$ cat src/rtl/dsa_arb_pkg.sv
// Shared types and helpers for the pixel-memory arbiter.
package dsa_arb_pkg;

  typedef enum logic [0:0] {
    ST_IDLE   = 1'b0,
    ST_LOCKED = 1'b1
  } state_t;

  localparam int REQ_HOST  = 0;
  localparam int REQ_FETCH = 1;
  localparam int REQ_WB    = 2;

  // Width of a requester id; never below one bit
  function automatic int id_width(input int n);
    return (n > 1) ? $clog2(n) : 1;
  endfunction

endpackage

$ cat src/rtl/dsa_rr_pick.sv
// Combinational round-robin picker: first valid requester at or after ptr.
module dsa_rr_pick
  import dsa_arb_pkg::*;
#(
  parameter int NUM_REQ = 3,
  parameter int ID_W    = id_width(NUM_REQ)
) (
  input  logic [NUM_REQ-1:0] valid,
  input  logic [ID_W-1:0]    ptr,
  output logic [NUM_REQ-1:0] onehot,
  output logic [ID_W-1:0]    idx,
  output logic               any
);

  logic [ID_W-1:0] cand_s;
  logic            hit_s;

  // Scan upward from ptr with wrap; the first valid candidate wins
  always_comb begin
    onehot = '0;
    idx    = '0;
    any    = 1'b0;
    cand_s = '0;
    hit_s  = 1'b0;
    for (int k = 0; k < NUM_REQ; k++) begin
      cand_s         = ID_W'((int'(ptr) + k) % NUM_REQ);
      hit_s          = !any && valid[cand_s];
      onehot[cand_s] = onehot[cand_s] | hit_s;
      idx            = hit_s ? cand_s : idx;
      any            = any | hit_s;
    end
  end

endmodule

$ cat src/rtl/dsa_mem_arbiter.sv
// Round-robin, burst-locking arbiter for the single-port pixel BRAM.
// Grants and memory strobes are combinational (zero-cycle arbitration);
// read responses return in order through an RD_LATENCY-deep tag pipe.
// Optional feature macro: DSA_ARB_STATS_EN adds saturating grant/stall counters.
module dsa_mem_arbiter
  import dsa_arb_pkg::*;
#(
  parameter int NUM_REQ    = 3,
  parameter int ADDR_W     = 18,
  parameter int DATA_W     = 32,
  parameter int RD_LATENCY = 1
) (
  input  logic                      clk,
  input  logic                      rst,
  input  logic [NUM_REQ-1:0]        req_valid,
  input  logic [NUM_REQ-1:0]        req_we,
  input  logic [NUM_REQ-1:0]        req_last,
  input  logic [NUM_REQ*ADDR_W-1:0] req_addr,
  input  logic [NUM_REQ*DATA_W-1:0] req_wdata,
  output logic [NUM_REQ-1:0]        req_gnt,
  output logic [NUM_REQ-1:0]        rsp_valid,
  output logic [DATA_W-1:0]         rsp_rdata,
  output logic                      mem_en,
  output logic                      mem_we,
  output logic [ADDR_W-1:0]         mem_addr,
  output logic [DATA_W-1:0]         mem_wdata,
  input  logic [DATA_W-1:0]         mem_rdata,
  output logic                      arb_busy,
  input  logic                      stat_clr,
  output logic [NUM_REQ*32-1:0]     stat_grants,
  output logic [NUM_REQ*32-1:0]     stat_stalls
);

  localparam int              ID_W    = id_width(NUM_REQ);
  localparam logic [ID_W-1:0] LAST_ID = ID_W'(NUM_REQ - 1);

  state_t                state_r;
  logic [ID_W-1:0]       owner_r;
  logic [ID_W-1:0]       rr_ptr_r;
  logic [NUM_REQ-1:0]    pick_onehot_s;
  logic [ID_W-1:0]       pick_idx_s;
  logic                  pick_any_s;
  logic [NUM_REQ-1:0]    gnt_s;
  logic [ID_W-1:0]       gnt_idx_s;
  logic                  beat_s;
  logic                  rd_push_s;
  logic [RD_LATENCY-1:0] tag_vld_r;
  logic [ID_W-1:0]       tag_id_r [RD_LATENCY];

  // Round-robin successor of a requester id
  function automatic logic [ID_W-1:0] next_id(input logic [ID_W-1:0] id);
    return (id == LAST_ID) ? '0 : id + ID_W'(1);
  endfunction

  dsa_rr_pick #(
    .NUM_REQ (NUM_REQ),
    .ID_W    (ID_W)
  ) u_pick (
    .valid  (req_valid),
    .ptr    (rr_ptr_r),
    .onehot (pick_onehot_s),
    .idx    (pick_idx_s),
    .any    (pick_any_s)
  );

  // Grant selection: free round-robin choice when idle, owner only while locked
  always_comb begin
    gnt_s     = '0;
    gnt_idx_s = pick_idx_s;
    beat_s    = 1'b0;
    case (state_r)
      ST_IDLE: begin
        gnt_s     = pick_onehot_s;
        gnt_idx_s = pick_idx_s;
        beat_s    = pick_any_s;
      end
      ST_LOCKED: begin
        gnt_s[owner_r] = req_valid[owner_r];
        gnt_idx_s      = owner_r;
        beat_s         = req_valid[owner_r];
      end
      default: begin
        gnt_s     = '0;
        gnt_idx_s = pick_idx_s;
        beat_s    = 1'b0;
      end
    endcase
  end

  assign rd_push_s = beat_s & ~req_we[gnt_idx_s];

  // Put the granted beat straight onto the memory port in the same cycle
  always_comb begin
    req_gnt = gnt_s;
    mem_en  = beat_s;
    if (beat_s) begin
      mem_we    = req_we[gnt_idx_s];
      mem_addr  = req_addr[int'(gnt_idx_s)*ADDR_W +: ADDR_W];
      mem_wdata = req_wdata[int'(gnt_idx_s)*DATA_W +: DATA_W];
    end else begin
      mem_we    = 1'b0;
      mem_addr  = '0;
      mem_wdata = '0;
    end
  end

  // Burst lock and round-robin pointer; the pointer moves past whoever ends a burst
  always_ff @(posedge clk or posedge rst) begin
    if (rst) begin
      state_r  <= ST_IDLE;
      owner_r  <= '0;
      rr_ptr_r <= '0;
    end else begin
      case (state_r)
        ST_IDLE: begin
          if (beat_s) begin
            if (req_last[gnt_idx_s]) begin
              rr_ptr_r <= next_id(gnt_idx_s);
            end else begin
              state_r <= ST_LOCKED;
              owner_r <= gnt_idx_s;
            end
          end
        end
        ST_LOCKED: begin
          if (beat_s && req_last[owner_r]) begin
            state_r  <= ST_IDLE;
            rr_ptr_r <= next_id(owner_r);
          end
        end
        default: begin
          state_r <= ST_IDLE;
        end
      endcase
    end
  end

  // Read tag pipe: carries the issuing id alongside the BRAM read latency
  always_ff @(posedge clk or posedge rst) begin
    if (rst) begin
      tag_vld_r <= '0;
      for (int i = 0; i < RD_LATENCY; i++) tag_id_r[i] <= '0;
    end else begin
      tag_vld_r[0] <= rd_push_s;
      tag_id_r[0]  <= gnt_idx_s;
      for (int i = 1; i < RD_LATENCY; i++) begin
        tag_vld_r[i] <= tag_vld_r[i-1];
        tag_id_r[i]  <= tag_id_r[i-1];
      end
    end
  end

  // Route returning read data to the requester named by the oldest tag
  always_comb begin
    rsp_valid = '0;
    if (tag_vld_r[RD_LATENCY-1]) begin
      rsp_valid[tag_id_r[RD_LATENCY-1]] = 1'b1;
      rsp_rdata = mem_rdata;
    end else begin
      rsp_rdata = '0;
    end
  end

  assign arb_busy = (state_r == ST_LOCKED) | (|tag_vld_r);

`ifdef DSA_ARB_STATS_EN
  logic [31:0] grant_cnt_r [NUM_REQ];
  logic [31:0] stall_cnt_r [NUM_REQ];

  // Saturating increment
  function automatic logic [31:0] sat_inc(input logic [31:0] v, input logic en);
    return (en && (v != 32'hFFFF_FFFF)) ? v + 32'd1 : v;
  endfunction

  // Per-requester beat and stall counters
  always_ff @(posedge clk or posedge rst) begin
    if (rst) begin
      for (int i = 0; i < NUM_REQ; i++) begin
        grant_cnt_r[i] <= 32'd0;
        stall_cnt_r[i] <= 32'd0;
      end
    end else if (stat_clr) begin
      for (int i = 0; i < NUM_REQ; i++) begin
        grant_cnt_r[i] <= 32'd0;
        stall_cnt_r[i] <= 32'd0;
      end
    end else begin
      for (int i = 0; i < NUM_REQ; i++) begin
        grant_cnt_r[i] <= sat_inc(grant_cnt_r[i], gnt_s[i]);
        stall_cnt_r[i] <= sat_inc(stall_cnt_r[i], req_valid[i] & ~gnt_s[i]);
      end
    end
  end

  // Flatten the counters onto the packed stat ports
  always_comb begin
    stat_grants = '0;
    stat_stalls = '0;
    for (int i = 0; i < NUM_REQ; i++) begin
      stat_grants[i*32 +: 32] = grant_cnt_r[i];
      stat_stalls[i*32 +: 32] = stall_cnt_r[i];
    end
  end
`else
  logic unused_stat_clr_s;
  assign unused_stat_clr_s = stat_clr;
  assign stat_grants       = '0;
  assign stat_stalls       = '0;
`endif

endmodule
$ cat config.mk
export PLATFORM = sky130hd
export DESIGN_NAME = dsa_mem_arbiter
export DESIGN_NICKNAME = d
export VERILOG_FILES = /design/src/rtl/dsa_arb_pkg.sv /design/src/rtl/dsa_rr_pick.sv /design/src/rtl/dsa_mem_arbiter.sv
export SDC_FILE = /design/constraint.sdc
export NUM_CORES = 1
export LEC_CHECK = 0
export BUFFER_PORTS_ARGS = -buffer_cell sky130_fd_sc_hd__buf_4
export CORE_AREA = 2 2 187 189
export CTS_BUF_LIST = sky130_fd_sc_hd__clkbuf_8
export DETAILED_ROUTE_END_ITERATION = 10
export DIE_AREA = 0 0 189 191
export GPL_ROUTABILITY_DRIVEN = 0
export PLACE_DENSITY = 0.39
export SYNTH_ARGS = -nofsm -noshare
export SYNTH_HDL_FRONTEND = slang
export SYNTH_SLANG_ARGS = --single-unit
$ cat constraint.sdc
create_clock -name clk -period 7.8 [get_ports clk]
set_input_delay 0.78 -clock clk [delete_from_list [all_inputs] [get_ports clk]]
set_output_delay 0.78 -clock clk [all_outputs]
set_load 0.05 [all_outputs]
==> flow_metrics.env <==
export IMPL_path_clk_slew_ns=0.04
export IMPL_drive_gt1_share_pct=41.7
export IMPL_netlist_area_mm2=0.00370
export IMPL_root_buffer="clkbuf_8"
export IMPL_grt_first_pass_wirelength_mm=18.2
export IMPL_async_flop_share_pct=100
export IMPL_cp_required_ns=7.02
export IMPL_tightestPinTransition_ns=0.957
export IMPL_p_per_area_mw_per_mm2=185
export IMPL_dieArea_mm2=0.0361
export IMPL_drt_wl_total_mm=13.3
export IMPL_relSlewSlack_pct=36.2
export IMPL_end_kind="primary output"
export IMPL_vias=3650
export IMPL_maxSlewViolCount=0
export IMPL_crit_path_max_fanout=53
export IMPL_grt_start_max_net_pins=54
export IMPL_critPathLaunch="rr_ptr_r[1]$_DFFE_PP0P_"
export IMPL_ant_nets=0
export IMPL_antenna_found_initial=0
export IMPL_ys_ff_latch=8
export IMPL_final_seq_area_um2=200
export IMPL_num_io_pins=477
export IMPL_hold_violations=0
export IMPL_firstDrtPassIters=4
export IMPL_layout_commonest_cell="buf_4"
export IMPL_clock_latency_ns=0.23
export IMPL_grt_usage_pct=6.33
export IMPL_first_global_vias=3244
export IMPL_drt_vias_per_instance=3.09
export IMPL_critPathArrivalTime_ns=4.04
export IMPL_yosysWarnings=0
export IMPL_fin_tns_setup_ns=0
export IMPL_clockBufferDepth=2
export IMPL_final_cells=1181
export IMPL_grt_overflow_total=0
export IMPL_hold_buffers=0
export IMPL_fmax_mhz=208
export IMPL_irDropWorstVdd_mv=0.121
export IMPL_core_area_mm2=0.0341
export IMPL_cts_setup_buffers=0
export IMPL_synth_edf_count=0
export IMPL_hp_class="input pin to async pin"
export IMPL_finalCriticalPeriod_ns=4.82
export IMPL_synth_top_cell_area_share_pct=40.2
export IMPL_final_cell_mix="buf_4 (286), conb_1 (192), mux2i_1 (54), o2bb2ai_1 (50), and2_1 (33)"
export IMPL_cts_resized=0
export IMPL_startpoint_type="flip-flop"
export IMPL_dp_hpwl_mm=11.5
export IMPL_place_inst=1176
export IMPL_port_buffers=283
export IMPL_yosysTopAreaCell="buf_4"
export IMPL_cts_tree="built"
export IMPL_synth_top_flop_cell="dfrtp_1"
export IMPL_die_h_um=191
export IMPL_synthTopCellsByArea="buf_4 (40%), mux2i_1 (15%), o2bb2ai_1 (12%)"
export IMPL_die_w_um=189
export IMPL_synth_cell_type_count=50
export IMPL_drv_cap=0
export IMPL_skew_ns=0.00304
export IMPL_ys_seq_area_share_pct=5.41
export IMPL_drt_initial_drc_count=98
export IMPL_cts_max_level=1
export IMPL_syn_inst=462
export IMPL_initial_core_util_pct=10.8
export IMPL_finalSetupViolations=0
export IMPL_num_rows=68
export IMPL_area_growth_pct=51.1
export IMPL_n_fill_cell=3916
export IMPL_post_drt_wl_per_cell_um=11.3
export IMPL_postSynthAreaPerCell_um2=8.00
export IMPL_drc_errors=0
export IMPL_multiInputGateArea_mm2=0.00259
export IMPL_design_area_mm2=0.00559
export IMPL_p_leak_nw=3.10
export IMPL_crit_type="flip-flop to primary output"
export IMPL_finalPower_mw=1.04
export IMPL_place_area_mm2=0.00554
export IMPL_rsz0062_at_grt="no"
export IMPL_cts_buffers=3
export IMPL_fin_crit_sh_pct=61.8
export IMPL_final_nets=923
export IMPL_r2r_start="rr_ptr_r[1]$_DFFE_PP0P_"
export IMPL_clock_sinks=8
export IMPL_status="finished, final reports clean"
flip-flops by register name, indices dropped and copies added, names as in the netlist:
name,cells
owner_r,2
tag_vld_r,1
rr_ptr_r,2
tag_id_r,2
state_r,1
worst paths after layout:
path	endpoint	slack [ns]	depth (start not counted)
setup / recovery	mem_addr[0]	2.98	10
hold / removal	owner_r[1]$_DFFE_PP0P_	0.53	2
min in group clk	rr_ptr_r[1]$_DFFE_PP0P_	0.56	2
max in group asynchronous	tag_id_r[0]$_DFF_PP0_	7.00	2
setup reg to reg	owner_r[0]$_DFFE_PP0P_	4.32	10
hold reg to reg	rr_ptr_r[1]$_DFFE_PP0P_	0.56	2
where the power goes:
group	switching, mW	total (mW)	internal (mW)
registers	0.0311	0.0813	0.0502
logic	0.616	0.905	0.289
clock network	0.0157	0.0490	0.0334
total	0.663	1.04	0.372
worst max-delay path: stages, from the launching register on:
cell,delay (ns)
dfrtp_1,0.39
inv_1,0.11
ha_1,0.39
mux2i_1,0.33
o21a_1,0.19
nand3b_1,0.25
a221oi_4,0.54
buf_4,0.76
mux2i_1,0.17
o2bb2ai_1,0.32
buf_4,0.27
final cells by class:
type	instances	area share [%]
Tap cell	455	10.2
Antenna cell	2	0.0896
Inverter	9	0.605
Timing Repair Buffer	286	38.4
Multi-Input combinational cell	418	46.3
Clock buffer	3	0.739
Sequential cell	8	3.58
synthesized netlist by cell type (all sizes together) (2+ instances only):
| master | instances |
|---|---|
| a22oi | 2 |
| nand2b | 4 |
| o21a | 3 |
| nor3 | 2 |
| a211oi | 3 |
| nor3b | 3 |
| ha | 3 |
| and3b | 3 |
| o2bb2ai | 52 |
| a21oi | 4 |
| dfrtp | 8 |
| nand3b | 5 |
| clkbuf | 10 |
| mux2 | 2 |
| a32o | 3 |
| nor2 | 8 |
| a2111oi | 2 |
| nor2b | 4 |
| or2 | 2 |
| o22ai | 2 |
| inv | 9 |
| o21ai | 6 |
| nand3 | 2 |
| nand2 | 10 |
| buf | 208 |
| and2 | 33 |
| mux2i | 54 |
metal layers:
layer | share of wire (%) | GRT usage, % | wire (um)
met4 | 1.1 | 1.17 | 150
met5 | 0 | 0 | 0
met3 | 10 | 1.25 | 1390
met1 | 36 | 7.27 | 4760
met2 | 53 | 12.1 | 7030
cells by family (layout without fill, tap and decap cells):
logic type / count (synthesis) / after routing / synth area share, %
buffers and inverters: 227 / 298 / 44.3
multiplexers: 56 / 56 / 15.2
adder cells (fa/ha/maj): 3 / 3 / 1.02
AND/OR/NAND/NOR: 79 / 79 / 13.0
other: 1 / 194 / 0.101
AO/OA/AOI/OAI: 88 / 88 / 20.9
flip-flops: 8 / 8 / 5.41
stage by stage:
step	setup WS, ns	util (%)	hold WS (ns)
2_1_floorplan	3.48	-	0.524
3_3_place_gp	3.21	16.2	0.554
3_5_place_dp	3.25	16.2	0.550
4_1_cts	3.00	16.4	0.545
5_1_grt	2.81	16.4	0.553
6_report	2.98	16.4	0.528
No activity file was read; power rests on OpenSTA's default activity.
